File: src/rtl/vga_timing_monitor.sv
// VGA timing monitor for the TinyVGA Pmod bus. It recovers line and frame
// timing from the sync pulses and checks every period and pulse width. It
// declares lock after one clean frame, counts frames, and produces a 16-bit
// checksum of the active-region pixels in each frame.
//
// state   | meaning
// --------+-------------------------------------------------------------
// SEARCH  | waiting for a vsync edge; timing errors are ignored
// MEASURE | first frame after the edge is being checked
// LOCKED  | timing verified; a sum is reported on every frame boundary
module vga_timing_monitor #(
  parameter int H_ACTIVE = 640,
  parameter int H_SYNC   = 96,
  parameter int H_BP     = 48,
  parameter int H_TOTAL  = 800,
  parameter int V_ACTIVE = 480,
  parameter int V_SYNC   = 2,
  parameter int V_BP     = 33,
  parameter int V_TOTAL  = 525,
  parameter bit SYNC_NEG = 1'b1
) (
  input  logic        clk,
  input  logic        rst_n,
  input  logic [7:0]  vga_in,
  input  logic        clear,
  output logic        locked,
  output logic        err_hperiod,
  output logic        err_hsync,
  output logic        err_vperiod,
  output logic        err_vsync,
  output logic [15:0] frame_count,
  output logic [15:0] frame_sum,
  output logic        sum_valid
);

  localparam logic [12:0] H_TOTAL_C = 13'(H_TOTAL);
  localparam logic [11:0] H_SYNC_C  = 12'(H_SYNC);
  localparam logic [11:0] H_ACT_LO  = 12'(H_SYNC + H_BP);
  localparam logic [11:0] H_ACT_HI  = 12'(H_SYNC + H_BP + H_ACTIVE);
  localparam logic [10:0] V_TOTAL_C = 11'(V_TOTAL);
  localparam logic [9:0]  V_SYNC_C  = 10'(V_SYNC);
  localparam logic [9:0]  V_ACT_LO  = 10'(V_SYNC + V_BP);
  localparam logic [9:0]  V_ACT_HI  = 10'(V_SYNC + V_BP + V_ACTIVE);
  localparam logic [11:0] H_MAX     = 12'hFFF;
  localparam logic [9:0]  V_MAX     = 10'h3FF;
  // Idle bus value: both syncs deasserted, so reset cannot fake a sync edge.
  localparam logic [7:0]  VGA_IDLE  = {SYNC_NEG, 3'b000, SYNC_NEG, 3'b000};

  typedef enum logic [1:0] {SEARCH = 2'd0, MEASURE = 2'd1, LOCKED = 2'd2} state_t;

  state_t      state_q, state_d;
  logic [7:0]  vin_q;
  logic        hs_prev, vs_prev;
  logic        hs_now, vs_now, hs_edge, vs_edge, hs_fall, vs_fall;
  logic [11:0] hcnt, hcnt_q, hwid, hwid_q;
  logic [9:0]  vcnt, vcnt_q, vwid, vwid_q;
  logic        skip_h;
  logic [15:0] acc, acc_q;
  logic [5:0]  pixel;
  logic        active, checking;
  logic        bad_hper, bad_hsync, bad_vper, bad_vsync, err_any;
  logic        frame_done;

  assign hs_now  = vin_q[7] ^ SYNC_NEG;
  assign vs_now  = vin_q[3] ^ SYNC_NEG;
  assign hs_edge = hs_now & ~hs_prev;
  assign vs_edge = vs_now & ~vs_prev;
  assign hs_fall = ~hs_now & hs_prev;
  assign vs_fall = ~vs_now & vs_prev;
  assign pixel   = {vin_q[0], vin_q[4], vin_q[1], vin_q[5], vin_q[2], vin_q[6]};

  // Register the bus once and keep last cycle's normalised syncs.
  always_ff @(posedge clk or negedge rst_n) begin
    if (!rst_n) begin
      vin_q   <= VGA_IDLE;
      hs_prev <= 1'b0;
      vs_prev <= 1'b0;
    end else begin
      vin_q   <= vga_in;
      hs_prev <= hs_now;
      vs_prev <= vs_now;
    end
  end

  // Position and width counters as seen in the current cycle (edge cycle = 0 / 1).
  always_comb begin
    hcnt = (hcnt_q == H_MAX) ? hcnt_q : hcnt_q + 12'd1;
    if (hs_edge || (vs_edge && state_q == SEARCH)) hcnt = '0;
    hwid = hwid_q;
    if (hs_edge) hwid = 12'd1;
    else if (hs_now && hwid_q != H_MAX) hwid = hwid_q + 12'd1;
    vcnt = vcnt_q;
    if (vs_edge) vcnt = '0;
    else if (hs_edge && vcnt_q != V_MAX) vcnt = vcnt_q + 10'd1;
    vwid = vwid_q;
    if (vs_edge) vwid = 10'd1;
    else if (vs_now && hs_edge && vwid_q != V_MAX) vwid = vwid_q + 10'd1;
    active = (hcnt >= H_ACT_LO) && (hcnt < H_ACT_HI) &&
             (vcnt >= V_ACT_LO) && (vcnt < V_ACT_HI);
    acc = acc_q;
    if (vs_edge) acc = '0;
    else if (active) acc = acc_q + {10'd0, pixel};
  end

  // Checks compare the previous cycle's count, i.e. the full length just ended.
  always_comb begin
    checking  = (state_q != SEARCH);
    bad_hper  = checking && hs_edge && !skip_h && (({1'b0, hcnt_q} + 13'd1) != H_TOTAL_C);
    bad_hsync = checking && hs_fall && (hwid_q != H_SYNC_C);
    bad_vper  = checking && vs_edge && (({1'b0, vcnt_q} + 11'd1) != V_TOTAL_C);
    bad_vsync = checking && vs_fall && (vwid_q != V_SYNC_C);
    err_any   = bad_hper | bad_hsync | bad_vper | bad_vsync;
  end

  // FSM state register.
  always_ff @(posedge clk or negedge rst_n) begin
    if (!rst_n) state_q <= SEARCH;
    else        state_q <= state_d;
  end

  // FSM next-state: an error always wins over a frame boundary.
  always_comb begin
    state_d = state_q;
    case (state_q)
      SEARCH:  if (vs_edge) state_d = MEASURE;
      MEASURE: if (err_any) state_d = SEARCH;
               else if (vs_edge) state_d = LOCKED;
      LOCKED:  if (err_any) state_d = SEARCH;
      default: state_d = SEARCH;
    endcase
  end

  // FSM outputs.
  always_comb begin
    locked     = (state_q == LOCKED);
    frame_done = vs_edge && !err_any && (state_q != SEARCH);
  end

  // Counters, accumulator, frame reporting and sticky error flags.
  always_ff @(posedge clk or negedge rst_n) begin
    if (!rst_n) begin
      hcnt_q      <= '0;
      hwid_q      <= '0;
      vcnt_q      <= '0;
      vwid_q      <= '0;
      acc_q       <= '0;
      skip_h      <= 1'b1;
      sum_valid   <= 1'b0;
      frame_sum   <= '0;
      frame_count <= '0;
      err_hperiod <= 1'b0;
      err_hsync   <= 1'b0;
      err_vperiod <= 1'b0;
      err_vsync   <= 1'b0;
    end else begin
      hcnt_q    <= hcnt;
      hwid_q    <= hwid;
      vcnt_q    <= vcnt;
      vwid_q    <= vwid;
      acc_q     <= acc;
      // The first line seen after SEARCH may be partial, so its period is not judged.
      if (state_q == SEARCH) skip_h <= 1'b1;
      else if (hs_edge)      skip_h <= 1'b0;
      sum_valid <= frame_done;
      if (frame_done) frame_sum <= acc_q;
      if (clear)           frame_count <= '0;
      else if (frame_done) frame_count <= frame_count + 16'd1;
      err_hperiod <= bad_hper  | (err_hperiod & ~clear);
      err_hsync   <= bad_hsync | (err_hsync   & ~clear);
      err_vperiod <= bad_vper  | (err_vperiod & ~clear);
      err_vsync   <= bad_vsync | (err_vsync   & ~clear);
    end
  end

endmodule

File: config.mk
export PLATFORM = sky130hd
export DESIGN_NAME = vga_timing_monitor
export DESIGN_NICKNAME = d
export VERILOG_FILES = /design/src/rtl/vga_timing_monitor.sv
export SDC_FILE = /design/constraint.sdc
export NUM_CORES = 1
export LEC_CHECK = 0
export BUFFER_PORTS_ARGS = -buffer_cell sky130_fd_sc_hd__buf_2
export CORE_ASPECT_RATIO = 1.1
export CORE_MARGIN = 1
export CORE_UTILIZATION = 65
export DETAILED_ROUTE_END_ITERATION = 12
export PLACE_DENSITY = 0.86
export SETUP_SLACK_MARGIN = 0.02
export SYNTH_ARGS = -nofsm -noshare
export SYNTH_HDL_FRONTEND = slang
export SYNTH_SLANG_ARGS = --single-unit
File: constraint.sdc
create_clock -name clk -period 5.8 [get_ports clk]
set_clock_uncertainty 0.1 [all_clocks]
set_input_delay 0.58 -clock clk [delete_from_list [all_inputs] [get_ports clk]]
set_output_delay 0.58 -clock clk [all_outputs]
set_load 0.005 [all_outputs]
; Word level (Yosys, flattened, before mapping)
; Index checks and enable logic that the tools add are counted.
[op_classes]
addsub = 8
n_lt_le_gt_ge = 4
bitwise = 20
eq_ne = 13
muxes = 19
n_reduce_logical = 30
[ops]
columns = cell, count
row1 = $mux 16, 4
row2 = $mux 12, 4
row3 = $mux 10, 4
row4 = $add 12x1->12 const B, 2
row5 = $add 10x1->10 const B, 2
row6 = $ne 10x10->1 const B, 2
row7 = $logic_and 1x1->1, 19
row8 = $add 16x1->16 const B, 1
row9 = $add 16x6->16, 1
row10 = $add 12x1->13 const B, 1
row11 = $ne 13x10->1 const B, 1
row12 = $eq 12x12->1 const B, 1
row13 = $ge 12x8->1 const B, 1
row14 = $lt 12x10->1 const B, 1
row15 = $ne 12x12->1 const B, 1
row16 = $ne 12x7->1 const B, 1
row17 = $reduce_bool 2->1, 6
row18 = $add 10x1->11 const B, 1
row19 = $ne 11x10->1 const B, 1
row20 = $ge 10x6->1 const B, 1
row21 = $lt 10x10->1 const B, 1
row22 = $ne 10x2->1 const B, 1
row23 = $and 1x1->1, 8
row24 = $mux 2, 4
row25 = other kinds (13), 25
[word_totals]
reg_bits = 110
word_cells = 111
out_inout_bits = 38

; Longest topological paths before layout
; Gate-level depths: netlist (run 1).
[depth]
word_depth = 13
depth_mapped = 13
depth_no_buf = 10

; Worst setup path after synthesis (run 1)
; No wires, ideal clock.
[synth_timing]
path_type = register to register
startpoint = reg hcnt_q[0]
endpoint = reg acc_q[11]
slack_ps = 2819
stages_incl_launch_ff = 14
arrival_time_ps = 2741
path_cell_list = dfrtp_1 -> ha_1 -> buf_2 -> inv_1 -> or4_1 -> buf_2 -> o21a_1 -> o221ai_1 -> nor3b_1 -> a211o_1 -> clkbuf_1 -> buf_2 -> o311ai_0 -> o41ai_1
[synth_between]
elab_chain_cells = 8
[synth_lines]
columns = item, line_no
row1 = from (decl), 55  ; logic [11:0] hcnt, hcnt_q, hwid, hwid_q;
row2 = from (signal assigned), 156  ; hcnt_q <= hcnt;
row3 = $add 12x1->12 or $eq 12x12->1 (tied branches), 87  ; hcnt = (hcnt_q == H_MAX) ? hcnt_q : hcnt_q + 12'd1;
row4 = $mux 12 *, 87
row5 = $mux 12 *, 88  ; if (hs_edge || (vs_edge && state_q == SEARCH)) hcnt = '0;
row6 = $ge 12x8->1 or $lt 12x10->1 (tied branches), 98  ; active = (hcnt >= H_ACT_LO) && (hcnt < H_ACT_HI) &&
row7 = $logic_and 1x1->1 * (2 in series), 98
row8 = $logic_and 1x1->1 *, 99  ; (vcnt >= V_ACT_LO) && (vcnt < V_ACT_HI);
row9 = $reduce_bool 2->1 (no source line) *, n/a
row10 = to (signal assigned), 146  ; acc_q <= '0;
row11 = to (signal assigned), 160  ; acc_q <= acc;
row12 = to (decl), 58  ; logic [15:0] acc, acc_q;
; Every way passes the cells marked *; elsewhere a longest branch is shown, timed or not.
; A chain may end at the register's enable or synchronous reset.

; Final worst setup path (run 1)
[layout_timing]
startpoint = reg hcnt_q[0]
endpoint = reg acc_q[9]
; Same word-level chain as after synthesis.

==> results of run 1 <==
-- stage by stage --
stage | utilization | worst slack (ps)
after floorplan | - | 2820
after global placement | 0.710 | 2580
after detailed placement | 0.710 | 2430
after CTS | 0.735 | 2400
after global routing | 0.735 | 2090
final | 0.735 | 2380
-- flip-flops by register name (all words and copies together), names as in the netlist, 2 cells and up --
name         count
acc_q           16
state_q          2
hcnt_q          12
frame_sum       16
vin_q            8
hwid_q          12
vcnt_q          10
frame_count     16
vwid_q          10
-- area by class of cell --
| cell class | count | area (um^2) | share of cell area |
|---|---|---|---|
| multi-input combinational | 432 | 2830 | 0.449 |
| timing repair buffer | 52 | 273 | 0.0433 |
| sequential | 110 | 2760 | 0.437 |
| tap | 111 | 139 | 0.0220 |
| clock buffer | 9 | 124 | 0.0196 |
| inverter | 25 | 93.8 | 0.0149 |
| clock inverter | 7 | 86.3 | 0.0137 |
-- Yosys cell counts, drive strengths merged (18+ instances only) --
cell,number,share of area
o21ai,23,0.020
dfrtp,107,0.46
nand2,42,0.028
nand3,23,0.020
or3,18,0.020
buf,18,0.020
xnor2,21,0.031
nand4,24,0.027
nor2,49,0.032
a21oi,36,0.031
inv,25,0.016
-- power groups by stage --
stage          clock network (uW)  registers [uW]  logic (uW)
2_1_floorplan                   0             858         137
3_3_place_gp                    0             872         168
3_5_place_dp                    0             878         175
4_1_cts                       476             863         176
5_1_grt                       507             872         202
6_report                      467             864         176
-- path summary, 6_finish.rpt --
| path | slack [ps] | from | end | depth (start not counted) |
|---|---|---|---|---|
| max | 2380 | hcnt_q[0]$_DFF_PN0_ | acc_q[9]$_DFFE_PN0P_ | 9 |
| min | 70 | rst_n | hwid_q[4]$_DFFE_PN0P_ | 1 |
| max reg2reg | 2380 | hcnt_q[0]$_DFF_PN0_ | acc_q[9]$_DFFE_PN0P_ | 9 |
| min reg2reg | 390 | err_hsync$_DFF_PN0_ | err_hsync$_DFF_PN0_ | 1 |
| max in group asynchronous | 4320 | rst_n | vcnt_q[8]$_DFF_PN0_ | 2 |
| min in group clk | 180 | vga_in[7] | vin_q[7]$_DFF_PN1_ | 1 |
-- layer usage --
layer | vias to the layer above | share of wire | routed length [um] | global-route usage
met2 | 162 | 0.50 | 6190 | 0.488
li1 | 2223 | - | - | -
met1 | 2303 | 0.43 | 5280 | 0.362
met3 | 26 | 0.049 | 598 | 0.0488
met5 | - | 0 | 0 | 0
met4 | 0 | 0.018 | 224 | 0.0998
-- worst max-delay path, delay by kind of cell, from the launching register on --
family          cells  cell delay (ps)
simple gates        3             1350
compound gates      4              990
flops               1              430
fa+ha+maj           1              370
buf+inv             1              120
-- kinds of logic after synthesis --
family | share of synthesized area
buffers and inverters | 0.0469
and+or+nand+nor | 0.216
muxes | 0.0514
adders and majority gates | 0.0333
DFF | 0.470
AOI/OAI and AO/OA | 0.128
xor gates and xnor gates | 0.0538
==> flow_summary.ini, run 1 <==
[clock_network]
numCtsBuffers = 9
cts-root-buf = clkbuf_8
insertion_delay_ps = 390
cts_hold_buf = 0
cts_tree = yes
postCtsSetupRepairBufs = 0
cts_sinks = 110
cts.repair.resized = 0
htreeDepth = 3
ctsLongestPathBuffers = 2
cts.reportedPaths.clkPinSlew_ps = 110

[timing]
timing.hold.ws_ps = 66.9
relSlewSlack = 0.463
fmax_ghz = 0.292
tightest_slew_ps = 805
setup_viol = 0
fin_setup_tns_ps = 0
finalCritPeriodShare = 0.590
hold_violations = 0
grt_setup_unrepaired = false
fin_crit_ps = 3420
slew_viol_final = 0

[floorplan]
die_area_um2 = 9410
core_um2 = 8580
die_w_um = 92.6
io_pins = 49
start_util = 0.683
die_y_um = 102
row_count = 35

[drt]
wl_per_cell_um = 16.5
drt_wl_total_um = 12300
vias = 4714
final_antenna_net_count = 0
viasPerCell = 6.32
firstDrtPassIters = 5
drcViolationCount = 0
initialDrtViolationCount = 361

[min_path]
hold_class = in -> async

[worst_setup_path]
crit_fanout = 19
cp-start-kind = flop
critPathRequiredTime_ps = 6010
cp_cell_sequence = ha_1 -> inv_1 -> or4_1 -> o21a_1 -> o221ai_1 -> nor3b_1 -> a211o_1 -> or4_1 -> a21oi_1
endpoint_kind = flop
crit_top_cell = or4_1
path_class = reg -> reg
slowest_stage = or4_1
arrival_ps = 3640
cpPeakStageDelay_ps = 710

[logic_synthesis]
synth_edf_count = 0
yosysWarnings = 0
ys_seq_elements = 110
synthFlopType = dfrtp_1
synthArstFlopShare = 1.00
syn_area_per_cell_um2 = 9.74
synth.distinct_cells = 63
netlist_area_um2 = 5860
syn-num-nets = 628
synthCells = 602
yosysSeqAreaShare = 0.470

[power_and_ir_drop]
seq_power_share = 0.573
p_per_area_nw_per_um2 = 239
clkPwrFrac = 0.310
cellInternalPower_uw = 1050
p_sw_uw = 455
power_uw = 1510
combPwrFrac = 0.117
ir_drop_mv = 0.165
switching_share = 0.302
leakage_uw = 0.00290

[place]
dpl_cell_area_um2 = 6090
dp.cells = 730
gp_congestion = 0.897
port_buffers = 48
dp_hpwl_um = 8550

[global_routing]
grt_use_total = 0.283
grt_pass1_vias = 4557
grt_pass1_wl_um = 21100
antenna_found_initial = 0
gr-total-overflow = 0
grt_start_max_net_pins = 66

[layout]
n_antenna_cell = 0
nets = 656
fin_area_um2 = 6300
areaGrowthSynthToFinish_pct = 7.51
drive_gt1_frac = 0.153
final_cell_mix = dfrtp_1, nor2_1, buf_2, nand2_1, a21oi_1
instances_no_fill = 746
final_common_cell = dfrtp_1
n_fill_cell = 604

[run_status]
status = finished, final reports clean

[job]
cap_viol_max_count = 0
Note: power is estimated with default switching activity, not from simulation.
==> run 2: changes to the inputs <==
--- a/config.mk
+++ b/config.mk
@@ -5,12 +5,13 @@
 export SDC_FILE = /design/constraint.sdc
 export NUM_CORES = 1
 export LEC_CHECK = 0
+export ABC_AREA = 1
 export BUFFER_PORTS_ARGS = -buffer_cell sky130_fd_sc_hd__buf_2
 export CORE_ASPECT_RATIO = 1.1
 export CORE_MARGIN = 1
-export CORE_UTILIZATION = 65
+export CORE_UTILIZATION = 61
 export DETAILED_ROUTE_END_ITERATION = 12
-export PLACE_DENSITY = 0.86
+export PLACE_DENSITY = 0.81
 export SETUP_SLACK_MARGIN = 0.02
 export SYNTH_ARGS = -nofsm -noshare
 export SYNTH_HDL_FRONTEND = slang
==> constraint.sdc (replaced) <==
create_clock -name clk -period 3.3 [get_ports clk]
set_clock_uncertainty 0.1 [all_clocks]
set_input_delay 0.33 -clock clk [delete_from_list [all_inputs] [get_ports clk]]
set_output_delay 0.33 -clock clk [all_outputs]
set_load 0.005 [all_outputs]
==> flow_summary.ini, run 2 <==
[timing]
hold_violations = 0
grt_setup_unrepaired = false
fin_crit_ps = 3030
fin_setup_tns_ps = 0
finalCritPeriodShare = 0.919
fmax_ghz = 0.330
timing.hold.ws_ps = 312
setup_viol = 0
relSlewSlack = 0.405
tightest_slew_ps = 891
slew_viol_final = 0

[min_path]
min_path_cells = 4
hold_path_startpoint = clear
hold_class = in -> reg
hold_end = frame_count[0]$_DFFE_PN0P_

[worst_setup_path]
r2r-start = vs_prev$_DFF_PN0_
reg2reg_slack_ps = 270
crit_fanout = 22
arrival_ps = 3250
endpoint_kind = flop
critPathRequiredTime_ps = 3520
r2r-end = acc_q[15]$_DFFE_PN0P_
cp-start-kind = flop
reg2regPathDepth = 12
path_class = reg -> reg

[logic_synthesis]
synth.distinct_cells = 43
synthCells = 823
synthFlopType = dfrtp_1
syn_area_per_cell_um2 = 7.65
yosys-top-cells-count = nand2_1, dfrtp_1, inv_1, nor2_1, nand3_1
yosysSeqAreaShare = 0.438
ys_seq_elements = 110
yosysTopAreaCellShare = 0.426
synthTopCellsByArea = dfrtp_1, nand2_1, inv_1, nand3_1, nor2_1
yosysMostFrequentCell = nand2_1
synthArstFlopShare = 1.00
syn-num-nets = 849
synth_edf_count = 0
yosysWarnings = 0
netlist_area_um2 = 6290
post-synth-top-area-cell = dfrtp_1

[clock_network]
cts.reportedPaths.clkPinSlew_ps = 100
htreeDepth = 3
cts_tree = yes
ctsLongestPathBuffers = 2
numCtsBuffers = 9
insertion_delay_ps = 380
postCtsSetupRepairBufs = 0
cts-root-buf = clkbuf_8
cts_hold_buf = 9
cts_sinks = 110
cts.repair.resized = 0

[power_and_ir_drop]
switching_share = 0.303
p_per_area_nw_per_um2 = 403
ir_drop_mv = 0.266
clkPwrFrac = 0.282
p_sw_uw = 842
leakage_uw = 0.00367
cellInternalPower_uw = 1940
combPwrFrac = 0.172
seq_power_share = 0.546

[global_routing]
grt_pass1_vias = 5139
met1_usage = 0.349
grt-busiest-layer = met2
antenna_found_initial = 0
grt_pass1_wl_um = 22700
grt_use_total = 0.265
grt_use_met2 = 0.443
gr-total-overflow = 0
use_met3 = 0.0414
grt_start_max_net_pins = 68

[drt]
final_antenna_net_count = 0
initialDrtViolationCount = 330
drt_wl_total_um = 13500
vias = 5547
drcViolationCount = 0
viasPerCell = 5.53
wl_per_cell_um = 13.4
firstDrtPassIters = 5

[layout]
areaGrowthSynthToFinish_pct = 9.64
n_antenna_cell = 0
final_cell_mix = nand2_1, dfrtp_1, inv_1, nor2_1, nand3_1
final-seq-area_um2 = 2760
nets = 904
drive_gt1_frac = 0.120
n_fill_cell = 802
fin_area_um2 = 6900
final_common_cell = nand2_1
largest_registers = acc_q (16), frame_count (16), frame_sum (16)
multi_input_area_um2 = 3040

[place]
port_buffers = 48
gp_congestion = 0.909
dpl_cell_area_um2 = 6620
dp_hpwl_um = 9780

[floorplan]
row_count = 38
die_y_um = 109
core_um2 = 9940
start_util = 0.633
die_w_um = 98.8
die_area_um2 = 10700
io_pins = 49

[job]
cap_viol_max_count = 0

[run_status]
status = finished, final reports clean
run 2: worst max-delay path, cell delays in order, from the launching register on:
cell	delay, ps
dfrtp_1	410
nor2_2	680
inv_2	300
buf_4	320
nand3_1	170
nand3_2	110
nor2_1	90
nand2_1	90
nand2_4	110
nand3_4	240
nand2_4	210
nand2_1	60
nand2_1	60
run 2: kinds of logic after synthesis:
family	share of synthesized area
compound gates	0.0706
xor+xnor	0.0418
fa+ha+maj	0.0310
buf+inv	0.0793
flops	0.438
simple gates	0.339
run 2: power groups by stage:
stage | Combinational, uW | Sequential, uW | Clock (uW)
final | 480 | 1520 | 784
after global routing | 547 | 1530 | 851
after CTS | 478 | 1520 | 801
after detailed placement | 467 | 1550 | 0
after global placement | 456 | 1540 | 0
after floorplan | 344 | 1530 | 0
run 2: worst max path at each step:
| stage | start | to | slack (ps) | depth (start not counted) |
|---|---|---|---|---|
| 6_report | vs_prev$_DFF_PN0_ | acc_q[15]$_DFFE_PN0P_ | 270 | 12 |
| 5_1_grt | vs_prev$_DFF_PN0_ | acc_q[13]$_DFFE_PN0P_ | 30 | 12 |
| 4_1_cts | vs_prev$_DFF_PN0_ | acc_q[8]$_DFFE_PN0P_ | 330 | 12 |
| 3_5_place_dp | vs_prev$_DFF_PN0_ | acc_q[8]$_DFFE_PN0P_ | 360 | 12 |
| 3_3_place_gp | vin_q[3]$_DFF_PN1_ | acc_q[7]$_DFFE_PN0P_ | 480 | 12 |
| 2_1_floorplan | hcnt_q[0]$_DFF_PN0_ | acc_q[12]$_DFFE_PN0P_ | 1120 | 14 |
run 2: cell type report:
cell class | count | share of cell area
inverter | 105 | 0.0571
timing repair buffer | 61 | 0.0544
clock inverter | 3 | 0.00254
clock buffer | 13 | 0.0245
sequential | 110 | 0.400
tap | 120 | 0.0218
multi-input combinational | 591 | 0.440
run 2: metal layers:
metal / vias up / wire length [um] / part of all wire
met5: - / 0 / 0
met4: 0 / 201 / 0.015
met3: 22 / 606 / 0.045
met2: 173 / 6630 / 0.49
met1: 2609 / 6040 / 0.45
li1: 2743 / - / -
run 2: metrics by stage:
step	cells	utilization	setup WS, ps	total power (uW)
2_1_floorplan	823	-	1120	1870
3_5_place_dp	978	0.666	356	2010
3_3_place_gp	978	0.666	479	2000
4_1_cts	1003	0.694	334	2800
5_1_grt	1003	0.694	30.2	2930
6_report	1003	0.694	268	2780
==> run 3: changes to the inputs <==
--- a/config.mk
+++ b/config.mk
@@ -6,7 +6,7 @@
 export NUM_CORES = 1
 export LEC_CHECK = 0
 export ABC_AREA = 1
-export BUFFER_PORTS_ARGS = -buffer_cell sky130_fd_sc_hd__buf_2
+export BUFFER_PORTS_ARGS = -buffer_cell sky130_fd_sc_hd__buf_4
 export CORE_ASPECT_RATIO = 1.1
 export CORE_MARGIN = 1
 export CORE_UTILIZATION = 61
==> constraint.sdc (replaced) <==
create_clock -name clk -period 3.3 [get_ports clk]
set_clock_uncertainty 0.1 [all_clocks]
set_input_delay 0.165 -clock clk [delete_from_list [all_inputs] [get_ports clk]]
set_output_delay 0.165 -clock clk [all_outputs]
set_load 0.005 [all_outputs]
==> flow_summary.ini, run 3 (synthesized netlist as in run 2, its figures left out) <==
[run_status]
status = finished, final reports clean

[floorplan]
die_y_um = 109
die_area_um2 = 10700
io_pins = 49
die_w_um = 98.8
start_util = 0.633
row_count = 38
core_um2 = 9940

[place]
dp.cells = 978
gp_congestion = 0.895
dp_hpwl_um = 10200
dpl_cell_area_um2 = 6740
port_buffers = 48

[worst_setup_path]
critPathLaunch = vin_q[3]$_DFF_PN1_
crit_top_cell = nand2_1
r2r-start = vin_q[3]$_DFF_PN1_
crit_fanout = 21
cpPeakStageDelay_ps = 690
endpoint_kind = flop
crit_family = simple AND/OR/NAND/NOR gates
reg2reg_slack_ps = 270
arrival_ps = 3200
cp_cell_sequence = nor2_2 -> inv_2 -> buf_4 -> nand3_1 -> nand2_1 -> nor2_1 -> nand2_2 -> nand3_4 -> nand2_4 -> nand2_1 -> nand2_1
critPathRequiredTime_ps = 3470
cp_num_buf_inv = 2
cp-start-kind = flop
path_class = reg -> reg
slowest_stage = nor2_2

[timing]
hold_violations = 0
tightest_slew_ps = 886
setup_viol = 0
fin_setup_tns_ps = 0
fin_crit_ps = 3030
finalCritPeriodShare = 0.919
slew_viol_final = 0
relSlewSlack = 0.408
fmax_ghz = 0.330
grt_setup_unrepaired = false

[global_routing]
grt_use_total = 0.278
grt_pass1_vias = 5348
grt_start_max_net_pins = 58
gr-total-overflow = 0
grt_pass1_wl_um = 23700
antenna_found_initial = 0

[drt]
vias = 5489
initialDrtViolationCount = 351
drt_wl_total_um = 13900
wl_per_cell_um = 13.9
final_antenna_net_count = 0
drcViolationCount = 0
firstDrtPassIters = 5
viasPerCell = 5.47

[layout]
multi_input_area_um2 = 3040
n_fill_cell = 802
areaGrowthSynthToFinish_pct = 11.2
n_antenna_cell = 0
final_util = 0.704
instances_no_fill = 1003
nets = 904
drive_gt1_frac = 0.119
final-seq-area_um2 = 2760
largest_registers = acc_q (16), frame_count (16), frame_sum (16)
fin_area_um2 = 7000
final_common_cell = nand2_1
final_cell_mix = nand2_1, dfrtp_1, inv_1, nor2_1, nand3_1

[clock_network]
cts.reportedPaths.clkPinSlew_ps = 90
numCtsBuffers = 9
cts_sinks = 110
postCtsSetupRepairBufs = 0
ctsLongestPathBuffers = 2
htreeDepth = 3
cts_tree = yes
insertion_delay_ps = 380
cts-root-buf = clkbuf_8

[job]
cap_viol_max_count = 0

[min_path]
hold_path_startpoint = clear
hold_class = in -> reg

[power_and_ir_drop]
leakage_uw = 0.00367
ir_drop_mv = 0.257
p_per_area_nw_per_um2 = 394
[run 3: cell types whose count changed in the layout (fill, tap and decap cells not counted)]
cell	change
buf_2	-47
clkinv_2	+1
clkbuf_1	+1
clkbuf_8	-2
buf_4	+47
[run 3: worst paths after layout]
| path | end | cells after the start |
|---|---|---|
| worst min-delay path | frame_count[15]$_DFFE_PN0P_ | 4 |
| min in group asynchronous | vwid_q[4]$_DFFE_PN0P_ | 2 |
| worst max-delay path | acc_q[9]$_DFFE_PN0P_ | 11 |
| max in group asynchronous | acc_q[8]$_DFFE_PN0P_ | 3 |
| worst max register to register | acc_q[9]$_DFFE_PN0P_ | 11 |
| worst min register to register | frame_sum[9]$_DFFE_PN0P_ | 2 |
[run 3: worst min-delay path, cell delays in order]
cell,delay [ps]
buf_4,190
nor2_1,70
nand2_1,50
nand2_1,40
[run 3: power breakdown]
group          internal (uW)  total (uW)  switching (uW)
clock                    292         723             430
sequential              1440        1520            82.3
combinational            183         510             327
total                   1920        2750             839
[run 3: repair_timing]
item                                   CTS  global route
hold buffers                             9             0
gates resized for setup                  0             0
endpoints found under the hold margin   58             0
[run 3: per-stage QoR]
| stage | setup WS [ps] | power, uW | hold slack (ps) |
|---|---|---|---|
| detailed placement | 340 | 2040 | 156 |
| finish | 267 | 2750 | 76.2 |
| CTS | 298 | 2770 | 65.0 |
| global placement | 447 | 2010 | 147 |
| floorplan | 1120 | 1870 | -231 |
| global route | 34.5 | 2910 | 91.3 |
[run 3: cell type report]
type,count,share of cell area
well taps,120,0.0215
repair buffers,61,0.0704
multi-input cells,591,0.434
inverters,105,0.0563
flip-flops and latches,110,0.394
clock buffers,12,0.0207
clock inverters,4,0.00322
[run 3: routing by layer]
metal	part of all wire	routed length, um	up-vias	global-route usage
met3	0.038	525	18	0.0478
met2	0.50	6950	134	0.479
met4	0.014	195	0	0.0981
met1	0.45	6230	2588	0.354
met5	0	0	-	0
li1	-	-	2749	-
